===== src/rtl/mem_stage_if.sv =====
// Data-memory bus between the RV32 memory stage (master) and data memory (slave).
interface mem_stage_if;
   logic        dmem_req;
   logic        dmem_we;
   logic [31:0] dmem_addr;
   logic [31:0] dmem_wdata;
   logic [3:0]  dmem_be;
   logic        dmem_gnt;
   logic        dmem_rvalid;
   logic [31:0] dmem_rdata;

   modport master (
      output dmem_req, dmem_we, dmem_addr, dmem_wdata, dmem_be,
      input  dmem_gnt, dmem_rvalid, dmem_rdata
   );

   modport slave (
      input  dmem_req, dmem_we, dmem_addr, dmem_wdata, dmem_be,
      output dmem_gnt, dmem_rvalid, dmem_rdata
   );
endinterface


===== src/rtl/mem_stage.sv =====
// RV32 memory stage: load/store sequencing, byte lanes and writeback of ALU or load results.
// Optional macro MEM_MISALIGN_TRAP_EN traps misaligned H/W accesses instead of issuing them.
module mem_stage (
   input  logic              clk,
   input  logic              resetn,
   input  logic              ex_valid,
   output logic              ex_ready,
   input  logic [31:0]       ex_alu_result,
   input  logic              ex_mem_read,
   input  logic              ex_mem_write,
   input  logic              ex_reg_write,
   input  logic [4:0]        ex_rd,
   input  logic [31:0]       ex_store_data,
   input  logic [2:0]        ex_funct3,
   mem_stage_if.master       dmem,
   output logic              wb_valid,
   output logic              wb_we,
   output logic [4:0]        wb_rd,
   output logic [31:0]       wb_data,
   output logic              misalign
);

   typedef enum logic [1:0] {ST_IDLE, ST_REQ, ST_WAIT} state_t;
   typedef enum logic [1:0] {SZ_B, SZ_H, SZ_W} size_t;

   function automatic size_t size_of(input logic [2:0] f3);
      case (f3)
         3'b000, 3'b100: return SZ_B;
         3'b001, 3'b101: return SZ_H;
         default:        return SZ_W;
      endcase
   endfunction

   state_t      state, state_d;
   size_t       ex_size, size_q;
   logic        unsigned_q, is_load_q;
   logic [1:0]  addr_lo_q;
   logic [4:0]  rd_q;

   logic        accept, mem_op, misaligned;
   logic [3:0]  ex_be;
   logic [31:0] ex_wdata;
   logic [1:0]  shift;
   logic [31:0] lane, load_data;

   logic        req_we_q;
   logic [31:0] req_addr_q, req_wdata_q;
   logic [3:0]  req_be_q;

   assign mem_op  = ex_mem_read || ex_mem_write;
   assign ex_size = size_of(ex_funct3);

`ifdef MEM_MISALIGN_TRAP_EN
   always_comb begin
      misaligned = 1'b0;
      case (ex_size)
         SZ_H:    misaligned = mem_op && ex_alu_result[0];
         SZ_W:    misaligned = mem_op && (ex_alu_result[1:0] != 2'b00);
         default: misaligned = 1'b0;
      endcase
   end
`else
   assign misaligned = 1'b0;
`endif

   // NOTE: every always_comb output gets a default first so no path leaves it unassigned (no latch).
   always_comb begin
      state_d  = state;
      ex_ready = (state == ST_IDLE);
      accept   = ex_valid && (state == ST_IDLE);
      case (state)
         ST_IDLE: if (accept && mem_op && !misaligned) state_d = ST_REQ;
         ST_REQ:  if (dmem.dmem_gnt) state_d = is_load_q ? ST_WAIT : ST_IDLE;
         ST_WAIT: if (dmem.dmem_rvalid) state_d = ST_IDLE;
         default: state_d = ST_IDLE;
      endcase
   end

   // Store lane formatting is derived straight from the execute inputs at accept time.
   always_comb begin
      ex_be    = 4'b1111;
      ex_wdata = ex_store_data;
      case (ex_size)
         SZ_B: begin
            ex_be    = 4'b0001 << ex_alu_result[1:0];
            ex_wdata = {4{ex_store_data[7:0]}};
         end
         SZ_H: begin
            ex_be    = 4'b0011 << {ex_alu_result[1], 1'b0};
            ex_wdata = {2{ex_store_data[15:0]}};
         end
         default: begin
            ex_be    = 4'b1111;
            ex_wdata = ex_store_data;
         end
      endcase
   end

   always_comb begin
      shift = 2'd0;
      case (size_q)
         SZ_B:    shift = addr_lo_q;
         SZ_H:    shift = {addr_lo_q[1], 1'b0};
         default: shift = 2'd0;
      endcase
      lane      = dmem.dmem_rdata >> {shift, 3'b000};
      load_data = lane;
      case (size_q)
         SZ_B: load_data = unsigned_q ? {24'h0, lane[7:0]}  : {{24{lane[7]}}, lane[7:0]};
         SZ_H: load_data = unsigned_q ? {16'h0, lane[15:0]} : {{16{lane[15]}}, lane[15:0]};
         default: load_data = lane;
      endcase
   end

   // NOTE: sequential state uses non-blocking assignments so all flops update together at the edge.
   always_ff @(posedge clk or negedge resetn) begin
      if (!resetn) state <= ST_IDLE;
      else         state <= state_d;
   end

   always_ff @(posedge clk or negedge resetn) begin
      if (!resetn) begin
         size_q      <= SZ_W;
         unsigned_q  <= 1'b0;
         is_load_q   <= 1'b0;
         addr_lo_q   <= 2'b00;
         rd_q        <= 5'd0;
         req_we_q    <= 1'b0;
         req_addr_q  <= 32'h0;
         req_wdata_q <= 32'h0;
         req_be_q    <= 4'h0;
         wb_valid    <= 1'b0;
         wb_we       <= 1'b0;
         wb_rd       <= 5'd0;
         wb_data     <= 32'h0;
         misalign    <= 1'b0;
      end else begin
         wb_valid <= 1'b0;
         wb_we    <= 1'b0;
         misalign <= 1'b0;
         case (state)
            ST_IDLE: begin
               if (accept) begin
                  size_q     <= ex_size;
                  unsigned_q <= ex_funct3[2];
                  is_load_q  <= ex_mem_read;
                  addr_lo_q  <= ex_alu_result[1:0];
                  rd_q       <= ex_rd;
                  if (!mem_op) begin
                     wb_valid <= 1'b1;
                     wb_we    <= ex_reg_write && (ex_rd != 5'd0);
                     wb_rd    <= ex_rd;
                     wb_data  <= ex_alu_result;
                  end else if (misaligned) begin
                     wb_valid <= 1'b1;
                     misalign <= 1'b1;
                     wb_rd    <= ex_rd;
                     wb_data  <= ex_alu_result;
                  end else begin
                     req_we_q    <= !ex_mem_read;
                     req_addr_q  <= {ex_alu_result[31:2], 2'b00};
                     req_be_q    <= ex_be;
                     req_wdata_q <= ex_mem_read ? 32'h0 : ex_wdata;
                  end
               end
            end
            ST_REQ: begin
               if (dmem.dmem_gnt) begin
                  req_we_q <= 1'b0;
                  if (!is_load_q) begin
                     wb_valid <= 1'b1;
                     wb_rd    <= rd_q;
                     wb_data  <= 32'h0;
                  end
               end
            end
            ST_WAIT: begin
               if (dmem.dmem_rvalid) begin
                  wb_valid <= 1'b1;
                  wb_we    <= (rd_q != 5'd0);
                  wb_rd    <= rd_q;
                  wb_data  <= load_data;
               end
            end
            default: ;
         endcase
      end
   end

   assign dmem.dmem_req   = (state == ST_REQ);
   assign dmem.dmem_we    = req_we_q;
   assign dmem.dmem_addr  = req_addr_q;
   assign dmem.dmem_wdata = req_wdata_q;
   assign dmem.dmem_be    = req_be_q;

endmodule


===== src/flat_wrapper.sv =====
// flat-port wrapper written by rule: the top's interface ports become plain ports
module mem_stage_flat 
  (clk, resetn, ex_valid, ex_ready, ex_alu_result, ex_mem_read, ex_mem_write, ex_reg_write, ex_rd, ex_store_data, ex_funct3, wb_valid, wb_we, wb_rd, wb_data, misalign, dmem_dmem_req, dmem_dmem_we, dmem_dmem_addr, dmem_dmem_wdata, dmem_dmem_be, dmem_dmem_gnt, dmem_dmem_rvalid, dmem_dmem_rdata);
  mem_stage_if dmem_i ();
  input  logic clk;
  input  logic resetn;
  input  logic ex_valid;
  output logic ex_ready;
  input  logic [31:0] ex_alu_result;
  input  logic ex_mem_read;
  input  logic ex_mem_write;
  input  logic ex_reg_write;
  input  logic [4:0] ex_rd;
  input  logic [31:0] ex_store_data;
  input  logic [2:0] ex_funct3;
  output logic wb_valid;
  output logic wb_we;
  output logic [4:0] wb_rd;
  output logic [31:0] wb_data;
  output logic misalign;
  output wire logic [$bits(dmem_i.dmem_req)-1:0] dmem_dmem_req;
  output wire logic [$bits(dmem_i.dmem_we)-1:0] dmem_dmem_we;
  output wire logic [$bits(dmem_i.dmem_addr)-1:0] dmem_dmem_addr;
  output wire logic [$bits(dmem_i.dmem_wdata)-1:0] dmem_dmem_wdata;
  output wire logic [$bits(dmem_i.dmem_be)-1:0] dmem_dmem_be;
  input wire logic [$bits(dmem_i.dmem_gnt)-1:0] dmem_dmem_gnt;
  input wire logic [$bits(dmem_i.dmem_rvalid)-1:0] dmem_dmem_rvalid;
  input wire logic [$bits(dmem_i.dmem_rdata)-1:0] dmem_dmem_rdata;
  assign dmem_dmem_req = dmem_i.dmem_req;
  assign dmem_dmem_we = dmem_i.dmem_we;
  assign dmem_dmem_addr = dmem_i.dmem_addr;
  assign dmem_dmem_wdata = dmem_i.dmem_wdata;
  assign dmem_dmem_be = dmem_i.dmem_be;
  assign dmem_i.dmem_gnt = dmem_dmem_gnt;
  assign dmem_i.dmem_rvalid = dmem_dmem_rvalid;
  assign dmem_i.dmem_rdata = dmem_dmem_rdata;
  mem_stage u_core (.clk(clk), .resetn(resetn), .ex_valid(ex_valid), .ex_ready(ex_ready), .ex_alu_result(ex_alu_result), .ex_mem_read(ex_mem_read), .ex_mem_write(ex_mem_write), .ex_reg_write(ex_reg_write), .ex_rd(ex_rd), .ex_store_data(ex_store_data), .ex_funct3(ex_funct3), .dmem(dmem_i), .wb_valid(wb_valid), .wb_we(wb_we), .wb_rd(wb_rd), .wb_data(wb_data), .misalign(misalign));
endmodule

===== config.mk =====
export PLATFORM = sky130hd
export DESIGN_NAME = mem_stage_flat
export DESIGN_NICKNAME = d
export VERILOG_FILES = /design/src/rtl/mem_stage_if.sv /design/src/rtl/mem_stage.sv /design/src/flat_wrapper.sv
export SDC_FILE = /design/constraint.sdc
export NUM_CORES = 1
export LEC_CHECK = 0
export CORE_ASPECT_RATIO = 0.5
export CORE_UTILIZATION = 48
export CTS_CLUSTER_SIZE = 40
export DETAILED_ROUTE_END_ITERATION = 8
export DONT_BUFFER_PORTS = 1
export PLACE_DENSITY = 0.73
export SLEW_MARGIN = 20
export SYNTH_ARGS = -nofsm -noshare
export SYNTH_HDL_FRONTEND = slang
export SYNTH_SLANG_ARGS = --single-unit

===== constraint.sdc =====
create_clock -name clk -period 2.6 [get_ports clk]
set_input_delay 0.26 -clock clk [delete_from_list [all_inputs] [get_ports clk]]
set_output_delay 0.26 -clock clk [all_outputs]
set_load 0.05 [all_outputs]

==> run_results.csv <==
group,metric,value,unit
outcome,outcome,"complete, but fails checks",
outcome,violations,"negative hold slack",
clock_tree,cts_root_buf,"clkbuf_16",
cells_and_area,fin_area,7050,sq um
detailed_routing,drtAntennaViolNets,0,
pwr,internal_power,5.60,mW
global_route,grt_start_max_net_pins,120,
critical_path,reg2reg_setup_slack,0.27,ns
detailed_routing,dr.pass1.iters,5,
detailed_routing,vias,4562,
sta,finalCritPeriodShare,89.8,%
cells_and_area,antenna_cells,0,
synth,syn_area_per_cell,10.8,sq um
synth,synth-seq-cells,119,
detailed_routing,vias_per_cell,6.02,
clock_tree,htreeDepth,4,
floorplan,dieArea,12700,sq um
run,cap_viol_max_count,0,
sta,whs,-0.453,ns
floorplan,fp.dieH,80.1,microns
synth,synthCells,543,
clock_tree,cts_tree,"built",
sta,finalSetupTns,0,ns
clock_tree,cts_max_path_buffers,2,
pwr,p_leak,3.04,nW
pwr,power,11.4,mW
clock_tree,clock_latency,0.40,ns
pwr,p_seq_share,52.6,%
detailed_routing,totalWireLength,16.0,mm
sta,fin_crit,2.33,ns
sta,worst_slew_pin_slew,0.970,ns
cells_and_area,area_delta_synth_final,20.4,%
placed_design,placedCellCount,684,
clock_tree,cts.sinks,119,
sta,fin_skew,0.00921,ns
cells_and_area,layout_commonest_cell,"dfrtp_1",
global_route,grt_pass1_vias,4512,
pwr,combPwrFrac,25.6,%
synth,synth_area,5860,sq um
cells_and_area,stdcell_count,758,
clock_tree,post_cts_buffers,0,
pwr,p_sw,5.78,mW
critical_path,crit_path_start_kind,"flip-flop",
placed_design,port_buffers,0,
placed_design,dpl_cell_area,6010,sq um
floorplan,ios,223,
placed_design,place_congestion,0.876,
pwr,switching_share,50.8,%
critical_path,crit_type,"reg2reg",
pwr,clkPwrFrac,21.8,%
sta,grt_setup_unrepaired,"no",
floorplan,start_util,49.5,%
detailed_routing,wire_per_inst,21.1,microns
synth,yosysUniqueCellTypes,49,
critical_path,reg2reg_depth,5,
sta,hold_viol,119,
global_route,antenna_found_initial,0,
critical_path,rr_endpoint,"u_core.wb_data[4]$_DFFE_PN0P_",
placed_design,hpwlAfterDp,11.1,mm
sta,fmax,428,MHz
sta,setup_viol,0,
synth,synth-warning-count,0,
sta,slew_headroom,35.0,%
global_route,grtUsageTotal,25.9,%
clock_tree,clkTransAtPathRegs,0.06,ns
synth,seq_area_frac_synth,50.9,%
floorplan,core.rowCount,28,
floorplan,core,11800,sq um
cells_and_area,final_cell_mix,"dfrtp_1 (118), nand2_1 (74), o21ai_0 (54)",
pwr,power.density,1610,nW/um^2
floorplan,die-width,158,microns
critical_path,required,2.87,ns
critical_path,r2r-start,"u_core.size_q[1]$_DFFE_PN1P_",
global_route,grt_pass1_wl,24.3,mm
cells_and_area,drive_gt1_share,18.9,%
sta,final_max_slew_viol_count,0,
cells_and_area,fin_nets,696,
pwr,ir_drop,0.626,mV
critical_path,crit_arrival,2.61,ns
global_route,grt_overflow,0,
clock_tree,cts-buffers-inserted,17,
critical_path,crit_fanout,16,
detailed_routing,post-route-drc-count,0,
detailed_routing,drt_iter0_drc,411,
worst_hold_path,min_path_type,"in2async",
critical_path,crit_path_end_kind,"flip-flop",
what timing repair did:
item	CTS	global route
hold buffers	39	3
gates resized for setup	0	0
endpoints found under the hold margin	158	122
worst max-delay path, cell delays in order, from the launching register on:
cell      delay, ns
dfstp_2        0.68
inv_1          0.22
nand2_1        0.40
mux4_2         0.55
a221oi_1       0.28
a21oi_1        0.07
power by group through the flow:
stage                     Sequential [mW]  Clock (mW)  Combinational (mW)
final                                5.99        2.48                2.91
after global routing                 6.10        2.62                3.22
after CTS                            5.99        2.52                2.89
after global placement               6.00           0                2.73
after detailed placement             6.01           0                2.84
after floorplan                      5.75           0                2.40
synthesized netlist by cell type, drive strengths merged:
cell,instances,share of area (%)
a211oi,1,0.13
a21boi,7,0.90
a21o,2,0.26
a21oi,30,2.6
a221o,8,1.4
a221oi,6,1.2
a22o,8,1.2
a2bb2oi,2,0.30
a31oi,1,0.11
and2,1,0.11
and3,1,0.11
buf,15,1.6
clkbuf,26,1.7
clkinv,1,0.064
conb,1,0.064
dfrtp,118,50
dfstp,1,0.45
ha,4,0.85
inv,16,1.0
mux2,50,9.6
mux2i,13,2.2
mux4,7,2.8
nand2,75,4.8
nand2b,3,0.32
nand3,2,0.17
nand4b,1,0.15
nor2,11,0.70
nor2b,18,1.9
nor3,2,0.17
nor3b,9,1.3
o211ai,8,1.0
o21ai,55,4.7
o221ai,20,3.0
o22a,8,1.2
o22ai,2,0.21
o2bb2ai,2,0.30
o31ai,1,0.13
o32ai,1,0.15
or2,2,0.21
or3,1,0.11
or3b,1,0.15
or4,2,0.26
registers in the layout, indices dropped and copies added, names as in the netlist:
signal and cells:
u_core.wb_rd 5, u_core.wb_valid 1, u_core.wb_data 32, u_core.is_load_q 1, u_core.rd_q 5, u_core.dmem.dmem_be 4
u_core.addr_lo_q 2, u_core.state 2, u_core.dmem.dmem_wdata 32, u_core.size_q 2, u_core.dmem.dmem_we 1, u_core.wb_we 1
u_core.dmem.dmem_addr 30, u_core.unsigned_q 1
worst max-delay path by stage:
stage,from,endpoint,slack [ns],cells after the start
2_1_floorplan,u_core.state[0]$_DFFE_PN0P_,u_core.wb_data[2]$_DFFE_PN0P_,0.39,7
3_3_place_gp,u_core.size_q[1]$_DFFE_PN1P_,u_core.wb_data[2]$_DFFE_PN0P_,0.35,5
3_5_place_dp,u_core.size_q[1]$_DFFE_PN1P_,u_core.wb_data[4]$_DFFE_PN0P_,0.30,5
4_1_cts,u_core.size_q[1]$_DFFE_PN1P_,u_core.wb_data[4]$_DFFE_PN0P_,0.30,5
5_1_grt,u_core.size_q[1]$_DFFE_PN1P_,u_core.wb_data[4]$_DFFE_PN0P_,0.1,5
6_report,u_core.size_q[1]$_DFFE_PN1P_,u_core.wb_data[4]$_DFFE_PN0P_,0.27,5
cell type report:
cell class / instances / area, sq um
well taps: 165 / 206
inverters: 17 / 63.8
clock inverters: 15 / 203
fillers: 994 / 4790
multi-input cells: 368 / 2630
repair buffers: 57 / 546
clock buffers: 17 / 425
flip-flops and latches: 119 / 2980
layer usage:
layer  GRT usage, %  vias up  routed length (microns)
met1           31.9     2265                     6530
li1               -     2047                        -
met2           41.8      226                     7680
met3           8.96       24                     1510
met4           10.4        0                      299
met5              0        -                        0
stage by stage:
stage / hold WS (ns) / util [%] / setup WS, ns
floorplan: -0.0356 / - / 0.390
global placement: -0.0335 / 50.7 / 0.345
detailed placement: -0.0342 / 50.7 / 0.304
CTS: -0.467 / 59.3 / 0.299
global route: -0.476 / 59.6 / 0.0963
finish: -0.453 / 59.6 / 0.266
cell families (layout without fill, tap and decap cells):
group / count (synthesis) / after routing / share of synthesized area, %
AOI/OAI and AO/OA: 162 / 162 / 18.7
and+or+nand+nor: 129 / 129 / 10.5
DFF: 119 / 119 / 50.9
muxes: 70 / 70 / 14.6
buffers and inverters: 58 / 106 / 4.38
adders and majority gates: 4 / 4 / 0.855
other: 1 / 3 / 0.0640
(Power assumes the default switching activity.)
